## config.mk

```make
export PLATFORM = sky130hd
export DESIGN_NAME = cbus_arbiter
export DESIGN_NICKNAME = d
export VERILOG_FILES = /design/src/rtl/common.sv /design/src/rtl/rr_picker.sv /design/src/rtl/cbus_arbiter.sv
export SDC_FILE = /design/constraint.sdc
export NUM_CORES = 1
export LEC_CHECK = 0
export ABC_AREA = 1
export CAP_MARGIN = 20
export CORE_AREA = 2 2 220 222
export CTS_CLUSTER_SIZE = 14
export DETAILED_ROUTE_END_ITERATION = 7
export DIE_AREA = 0 0 222 224
export GPL_ROUTABILITY_DRIVEN = 0
export PLACE_DENSITY = 0.45
export SLEW_MARGIN = 20
export SYNTH_ARGS = -nofsm -noshare
export SYNTH_HDL_FRONTEND = slang
export SYNTH_SLANG_ARGS = --single-unit
```

## constraint.sdc

```tcl
create_clock -name clk -period 2.86 [get_ports clk]
set_input_delay 0.286 -clock clk [delete_from_list [all_inputs] [get_ports clk]]
set_output_delay 0.286 -clock clk [all_outputs]
set_load 0.1 [all_outputs]
```

## src/rtl/common.sv

```systemverilog
// Shared CBus request/response types and AXI-style burst encodings used by
// every CBus master, the arbiter and the memory/MMIO slave.
package common;

  localparam logic [1:0] AXI_BURST_FIXED = 2'b00;
  localparam logic [1:0] AXI_BURST_INCR  = 2'b01;
  localparam logic [1:0] AXI_BURST_WRAP  = 2'b10;

  typedef struct packed {
    logic        valid;
    logic        is_write;
    logic [31:0] addr;
    logic [2:0]  size;
    logic [7:0]  len;
    logic [1:0]  burst;
    logic [63:0] data;
    logic [7:0]  strobe;
  } cbus_req_t;

  typedef struct packed {
    logic        ready;
    logic        last;
    logic [63:0] data;
  } cbus_resp_t;

endpackage

```

## src/rtl/rr_picker.sv

```systemverilog
// Combinational round-robin picker: returns the first requesting port strictly
// after the previously served one, wrapping around the port count.
module rr_picker #(
  parameter int NUM_PORTS = 2
) (
  input  logic [NUM_PORTS-1:0]         i_valid,
  input  logic [$clog2(NUM_PORTS)-1:0] i_last_idx,
  output logic [$clog2(NUM_PORTS)-1:0] o_winner,
  output logic                         o_any_valid
);

  localparam int IDX_W = $clog2(NUM_PORTS);
  localparam int SUM_W = IDX_W + 1;

  logic [SUM_W-1:0] w_sum;
  logic [IDX_W-1:0] w_idx;

  // Walk candidates from farthest to nearest so the nearest valid one wins.
  always_comb begin
    o_winner    = '0;
    o_any_valid = 1'b0;
    w_sum       = '0;
    w_idx       = '0;
    for (int k = NUM_PORTS; k >= 1; k--) begin
      w_sum       = {1'b0, i_last_idx} + SUM_W'(k);
      w_idx       = (w_sum >= SUM_W'(NUM_PORTS)) ? IDX_W'(w_sum - SUM_W'(NUM_PORTS))
                                                 : IDX_W'(w_sum);
      o_winner    = i_valid[w_idx] ? w_idx : o_winner;
      o_any_valid = o_any_valid | i_valid[w_idx];
    end
  end

endmodule

```

## src/rtl/cbus_arbiter.sv

```systemverilog
// Round-robin arbiter sharing one CBus slave port among NUM_PORTS masters.
// A grant is held for a whole burst; request and response paths are
// combinational pass-throughs to/from the selected master. Any change of the
// selected master's request while granted sets a sticky error flag.
module cbus_arbiter
  import common::*;
#(
  parameter int NUM_PORTS = 2
) (
  input  logic                         clk,
  input  logic                         reset,
  input  cbus_req_t                    ireqs  [NUM_PORTS],
  output cbus_resp_t                   iresps [NUM_PORTS],
  output cbus_req_t                    oreq,
  input  cbus_resp_t                   oresp,
  output logic                         busy,
  output logic [$clog2(NUM_PORTS)-1:0] grant_idx,
  output logic                         err
);

  localparam int                IDX_W    = $clog2(NUM_PORTS);
  localparam logic [IDX_W-1:0]  LAST_RST = IDX_W'(NUM_PORTS - 1);

  typedef enum logic {
    ST_IDLE = 1'b0,
    ST_BUSY = 1'b1
  } state_t;

  state_t           r_state;
  state_t           w_state_nxt;
  logic [IDX_W-1:0] r_sel;
  logic [IDX_W-1:0] r_last_idx;
  logic             r_snap_is_write;
  logic [2:0]       r_snap_size;
  logic [31:0]      r_snap_addr;
  logic [7:0]       r_snap_len;
  logic [1:0]       r_snap_burst;
  logic             r_err;

  logic [NUM_PORTS-1:0] w_valid_vec;
  logic [IDX_W-1:0]     w_winner;
  logic                 w_any_valid;
  logic                 w_last_beat;
  logic                 w_violation;
  cbus_req_t            w_sel_req;

  assign w_sel_req   = ireqs[r_sel];
  assign w_last_beat = oresp.ready & oresp.last;

  // Gather the per-port valid bits for the picker.
  always_comb begin
    w_valid_vec = '0;
    for (int i = 0; i < NUM_PORTS; i++) begin
      w_valid_vec[i] = ireqs[i].valid;
    end
  end

  rr_picker #(
    .NUM_PORTS (NUM_PORTS)
  ) u_picker (
    .i_valid     (w_valid_vec),
    .i_last_idx  (r_last_idx),
    .o_winner    (w_winner),
    .o_any_valid (w_any_valid)
  );

  // Next state, request/response routing and in-flight request check.
  always_comb begin
    w_state_nxt = r_state;
    oreq        = '0;
    w_violation = 1'b0;
    for (int i = 0; i < NUM_PORTS; i++) begin
      iresps[i] = '0;
    end
    case (r_state)
      ST_IDLE: begin
        if (w_any_valid) begin
          w_state_nxt = ST_BUSY;
        end else begin
          w_state_nxt = ST_IDLE;
        end
      end
      ST_BUSY: begin
        oreq          = w_sel_req;
        iresps[r_sel] = oresp;
        w_violation   = !w_sel_req.valid
                      || (w_sel_req.is_write != r_snap_is_write)
                      || (w_sel_req.size     != r_snap_size)
                      || (w_sel_req.addr     != r_snap_addr)
                      || (w_sel_req.len      != r_snap_len)
                      || (w_sel_req.burst    != r_snap_burst);
        if (w_last_beat) begin
          w_state_nxt = ST_IDLE;
        end else begin
          w_state_nxt = ST_BUSY;
        end
      end
      default: begin
        w_state_nxt = ST_IDLE;
      end
    endcase
  end

  // State, grant selection, rotation pointer and request snapshot.
  always_ff @(posedge clk) begin
    if (reset) begin
      r_state         <= ST_IDLE;
      r_sel           <= '0;
      r_last_idx      <= LAST_RST;
      r_snap_is_write <= 1'b0;
      r_snap_size     <= 3'd0;
      r_snap_addr     <= 32'd0;
      r_snap_len      <= 8'd0;
      r_snap_burst    <= 2'd0;
    end else begin
      r_state <= w_state_nxt;
      if (r_state == ST_IDLE && w_any_valid) begin
        r_sel           <= w_winner;
        r_snap_is_write <= ireqs[w_winner].is_write;
        r_snap_size     <= ireqs[w_winner].size;
        r_snap_addr     <= ireqs[w_winner].addr;
        r_snap_len      <= ireqs[w_winner].len;
        r_snap_burst    <= ireqs[w_winner].burst;
      end
      if (r_state == ST_BUSY && w_last_beat) begin
        r_last_idx <= r_sel;
      end
    end
  end

  // Sticky protocol-violation flag, cleared only by reset.
  always_ff @(posedge clk) begin
    if (reset) begin
      r_err <= 1'b0;
    end else if (w_violation) begin
      r_err <= 1'b1;
    end else begin
      r_err <= r_err;
    end
  end

  assign busy      = (r_state == ST_BUSY);
  assign grant_idx = r_sel;
  assign err       = r_err;

endmodule

```

[Word level (Yosys, flattened, before mapping)]
Cells that the tools add are included.
W data, S select, Z words.
Storage, ports and cells
  register bits after elaboration: 50
  input port bits: 306
  output and inout port bits: 254
Cells by class
  add/subtract/negate cells: 4
  $lt $le $gt $ge: 7
  equality and inequality tests: 5
  mux-type cells: 22
  bitwise gates (word level): 6
  reductions and logical operators: 9
Operators by type and width (number)
  $mux W119: 4
  $mux W118: 3
  $and A132 B132 Y132: 1
  $mux W132: 1
  $demux W66 S1: 1
  $mux W66: 1
  $ne A32 B32 Y1: 1
  $mux W1: 11
  $ge A2 B2 Y1 const B: 4
  $ne A8 B8 Y1: 1
  $logic_or A1 B1 Y1: 5
  $lt A1 B2 Y1 const B: 2
  $not A1 Y2: 2
  $logic_and A1 B1 Y1: 3
  $ne A3 B3 Y1: 1
  $add A1 B1 Y2 const B: 1
  $add A1 B2 Y2 const B: 1
  $lt A2 B1 Y1 const B: 1
  $ne A2 B2 Y1: 1
  $pmux W1 S2: 1
  $sub A1 B1 Y1 const B: 2
  $and A1 B1 Y1: 1
  $logic_not A1 Y1: 1
  $ne A1 B1 Y1: 1
  2 further kinds: 2

[Longest topological paths before layout]
  depth in word-level cells: 11
  depth in mapped cells: 15
  depth with buffers taken out: 13

[Modules after synthesis]
Synthesis repeated with hierarchy kept, for this count alone.
Unflattened totals
  cell total of the unflattened synthesis: 1134
  area, all modules: 5685.5 µm²
By module, submodules not included
  cbus_arbiter: times used 1, cells an instance 1131, area an instance 5670.4 µm²
  rr_picker: times used 1, cells an instance 3, area an instance 15.0 µm²

[Least setup slack after synthesis]
Ideal clock, no wire load.
  path type: reg2out
  start point: register r_sel, in the netlist grant_idx
  end point: output port iresps[10] (netlist bit)
  arrival: 3.134 ns
  setup slack: -0.560 ns
  stages on the path, launching flop included: 7
  cell sequence: dfxtp_1 -> buf_6 -> buf_2 -> nand2_1 -> buf_2 -> buf_2 -> nor2_1
RTL lines
  start, declared: RTL line cbus_arbiter.sv:31  | logic [IDX_W-1:0] r_sel;
  start signal, assigned: RTL line cbus_arbiter.sv:118  | r_sel <= w_winner;
  end, declared: RTL line cbus_arbiter.sv:13  | output cbus_resp_t iresps [NUM_PORTS],

==> reports/qor.yml <==
grt_usage: 0.1893
hold_viol_final: 0
finClkSkew_ns: 0.01077
worst_slew_pin_slew_ns: 0.6734
ys_top_cells_by_area: "nand2_1, dfxtp_1, nor2_1"
synth_top_area_cell: "nand2_1"
maxSlewViolCount: 0
die_w_microns: 222
first_iter_violations: 611
fin_crit_ns: 2.448
synth_area_sq_um: 5823
clockBufferDepth: 2
path_clk_slew_ns: 0.08
final_common_cell: "nand2_1"
max_freq_ghz: 0.4086
antenna_found_initial: 33
status: "finished clean"
syn_to_final_growth_pct: 163.5
crit_required_ns: 2.57
synth-main-ff-cell: "dfxtp_1"
numClockSinks: 50
final_cell_mix: "nand2_1, clkdlybuf4s50_1, buf_12"
cp_slowest_cell: "buf_12"
worstSkewPairLatency_ns: 0.31
hp-class: "flop to flop"
path_cells: "inv_6 > buf_12 > nand3_1 > nand2_1 > buf_12"
io_buffers: 559
syn_inst: 1165
netlist.area_leader.share: 0.3010
final_nets: 1979
worst_ep_arrival_time_ns: 2.16
min_period_over_period: 0.8558
grt_max_degree: 73
h-tree-depth: 2
die_y_microns: 224
startpoint_type: "flop"
synthesis.nets: 1471
maxSlewHeadroom: 0.5511
routed_wl_microns: 49030
drtAntennaViolNets: 0
synth.distinct_cells: 24
drc_errors: 0
cts_setup_buffers: 0
grt_pass1_wl_microns: 68450
ys_seq_area_frac: 0.1719
critPathTopFamily: "buffers and inverters"
dr.pass1.iters: 5
critPathKind: "flop to output port"
drv_cap: 0
clockRootBuffer: "clkbuf_16"
syn_avg_cell_area_sq_um: 4.998
place_hpwl_microns: 40950
layout-drive-gt1-share: 0.2658
tns_ns: 0
cts_tree: "done"
routed_via_density: 4.160
hold_buffers: 0
cts_buffers: 5
power_density_nw_per_um2: 364.5
start_util: 0.1230
synth_edf_count: 0
end_kind: "output port"
coreArea_sq_um: 47350
setup_slack_ns: 0.4124
post-place-ws_ns: 0.7429
setup_viol: 0
r2r_slack_ns: 0.76
total_leakage_power_nw: 6.642
rsz0062_at_grt: "no"
cp_max_fo: 72
via_count: 9544
wl_per_cell_microns: 21.37
ys_ff_latch: 50
yosys_warnings: 0
grt_pass1_vias: 9360
final_design_area_no_fill_sq_um: 15350
timing.critical_path.mode_cell: "buf_12"
rows: 80
die_area_sq_um: 49730
pin_count: 560
crit_buf_inv: 3
ctsResizeCount: 0
postSynth.asyncResetShare: 0
overflow: 0
ir_drop_v: 0.0002428
dpl-instance-area_sq_um: 15140
slowest_delay_ns: 0.36
-- Yosys cell counts, types with 5 or more instances --
cell type and count:
a31oi_1 46, nand2_2 9, inv_1 128, nand3b_1 18
buf_1 9, o21ai_0 49, buf_2 19, nor2_1 152
nand3_1 106, buf_6 12, dfxtp_1 50, nand4_1 5
a21oi_1 46, nand2_1 467, clkbuf_1 34
-- final timing paths --
| check | endpoint | from | cells after the start |
|---|---|---|---|
| max | oreq[46] | grant_idx | 5 |
| min | err | err | 2 |
| max reg2reg | err | grant_idx | 12 |
| min reg2reg | err | err | 2 |
-- routing by layer --
metal  GRT usage  vias up  share of wire
met3      0.1038       65           0.13
met4     0.02201       40          0.011
met1      0.2116     4362           0.37
met2      0.3246      406           0.48
li1            -     4671              -
met5           0        -         0.0056
-- flip-flops by register name (all words and copies together), names as in the netlist --
| signal | count |
|---|---|
| grant_idx | 1 |
| r_last_idx | 1 |
| r_snap_addr | 32 |
| r_snap_size | 3 |
| err | 1 |
| r_snap_is_write | 1 |
| busy | 1 |
| r_snap_burst | 2 |
| r_snap_len | 8 |
-- worst reg2reg max path, stage by stage (launching register included) --
cell     delay, ns
dfxtp_2       0.38
buf_4         0.48
nand2_1       0.25
nand2_1       0.12
nand2_1       0.05
nand2_1       0.12
nand2_1       0.07
nor2_1        0.14
nand2_1       0.07
nor2_1        0.10
nand3_1       0.08
nand2_1       0.06
a21oi_1       0.06
-- power by group --
part | internal (mW) | switching [mW] | total (mW) | leakage (nW)
Combinational | 1.41 | 2.52 | 3.93 | 6.13
Sequential | 0.764 | 0.0541 | 0.818 | 0.416
Clock | 0.505 | 0.337 | 0.842 | 0.0940
Total | 2.68 | 2.91 | 5.59 | 6.64
-- metrics by stage --
stage | power, mW | instances | hold slack [ns] | util
after floorplan | 3.045 | 1165 | 0.3510 | -
after global routing | 5.821 | 2290 | 0.5173 | 0.3239
after CTS | 5.659 | 2289 | 0.4837 | 0.3239
after global placement | 4.784 | 2281 | 0.4738 | 0.3198
after detailed placement | 4.793 | 2281 | 0.4704 | 0.3198
final | 5.593 | 2294 | 0.4734 | 0.3241
-- kinds of logic (layout without fill, tap and decap cells) --
logic type             Yosys count  after routing  share of synthesized area
buffers and inverters          209            718                     0.1590
other                            0              5                          0
AO/OA/AOI/OAI                  147            147                     0.1382
flip-flops                      50             50                     0.1719
multiplexers                     1              1                   0.001719
AND/OR/NAND/NOR                758            758                     0.5292
-- area by class of cell --
type,instances,area [sq um]
repair buffers,579,8351
inverters,131,496.7
well taps,615,769.5
flip-flops and latches,50,1003
fillers,4926,32000
clock buffers,5,125.1
multi-input cells,906,4519
diodes,5,12.51
clock inverters,3,68.82
Power figures use the tool's default switching activity.
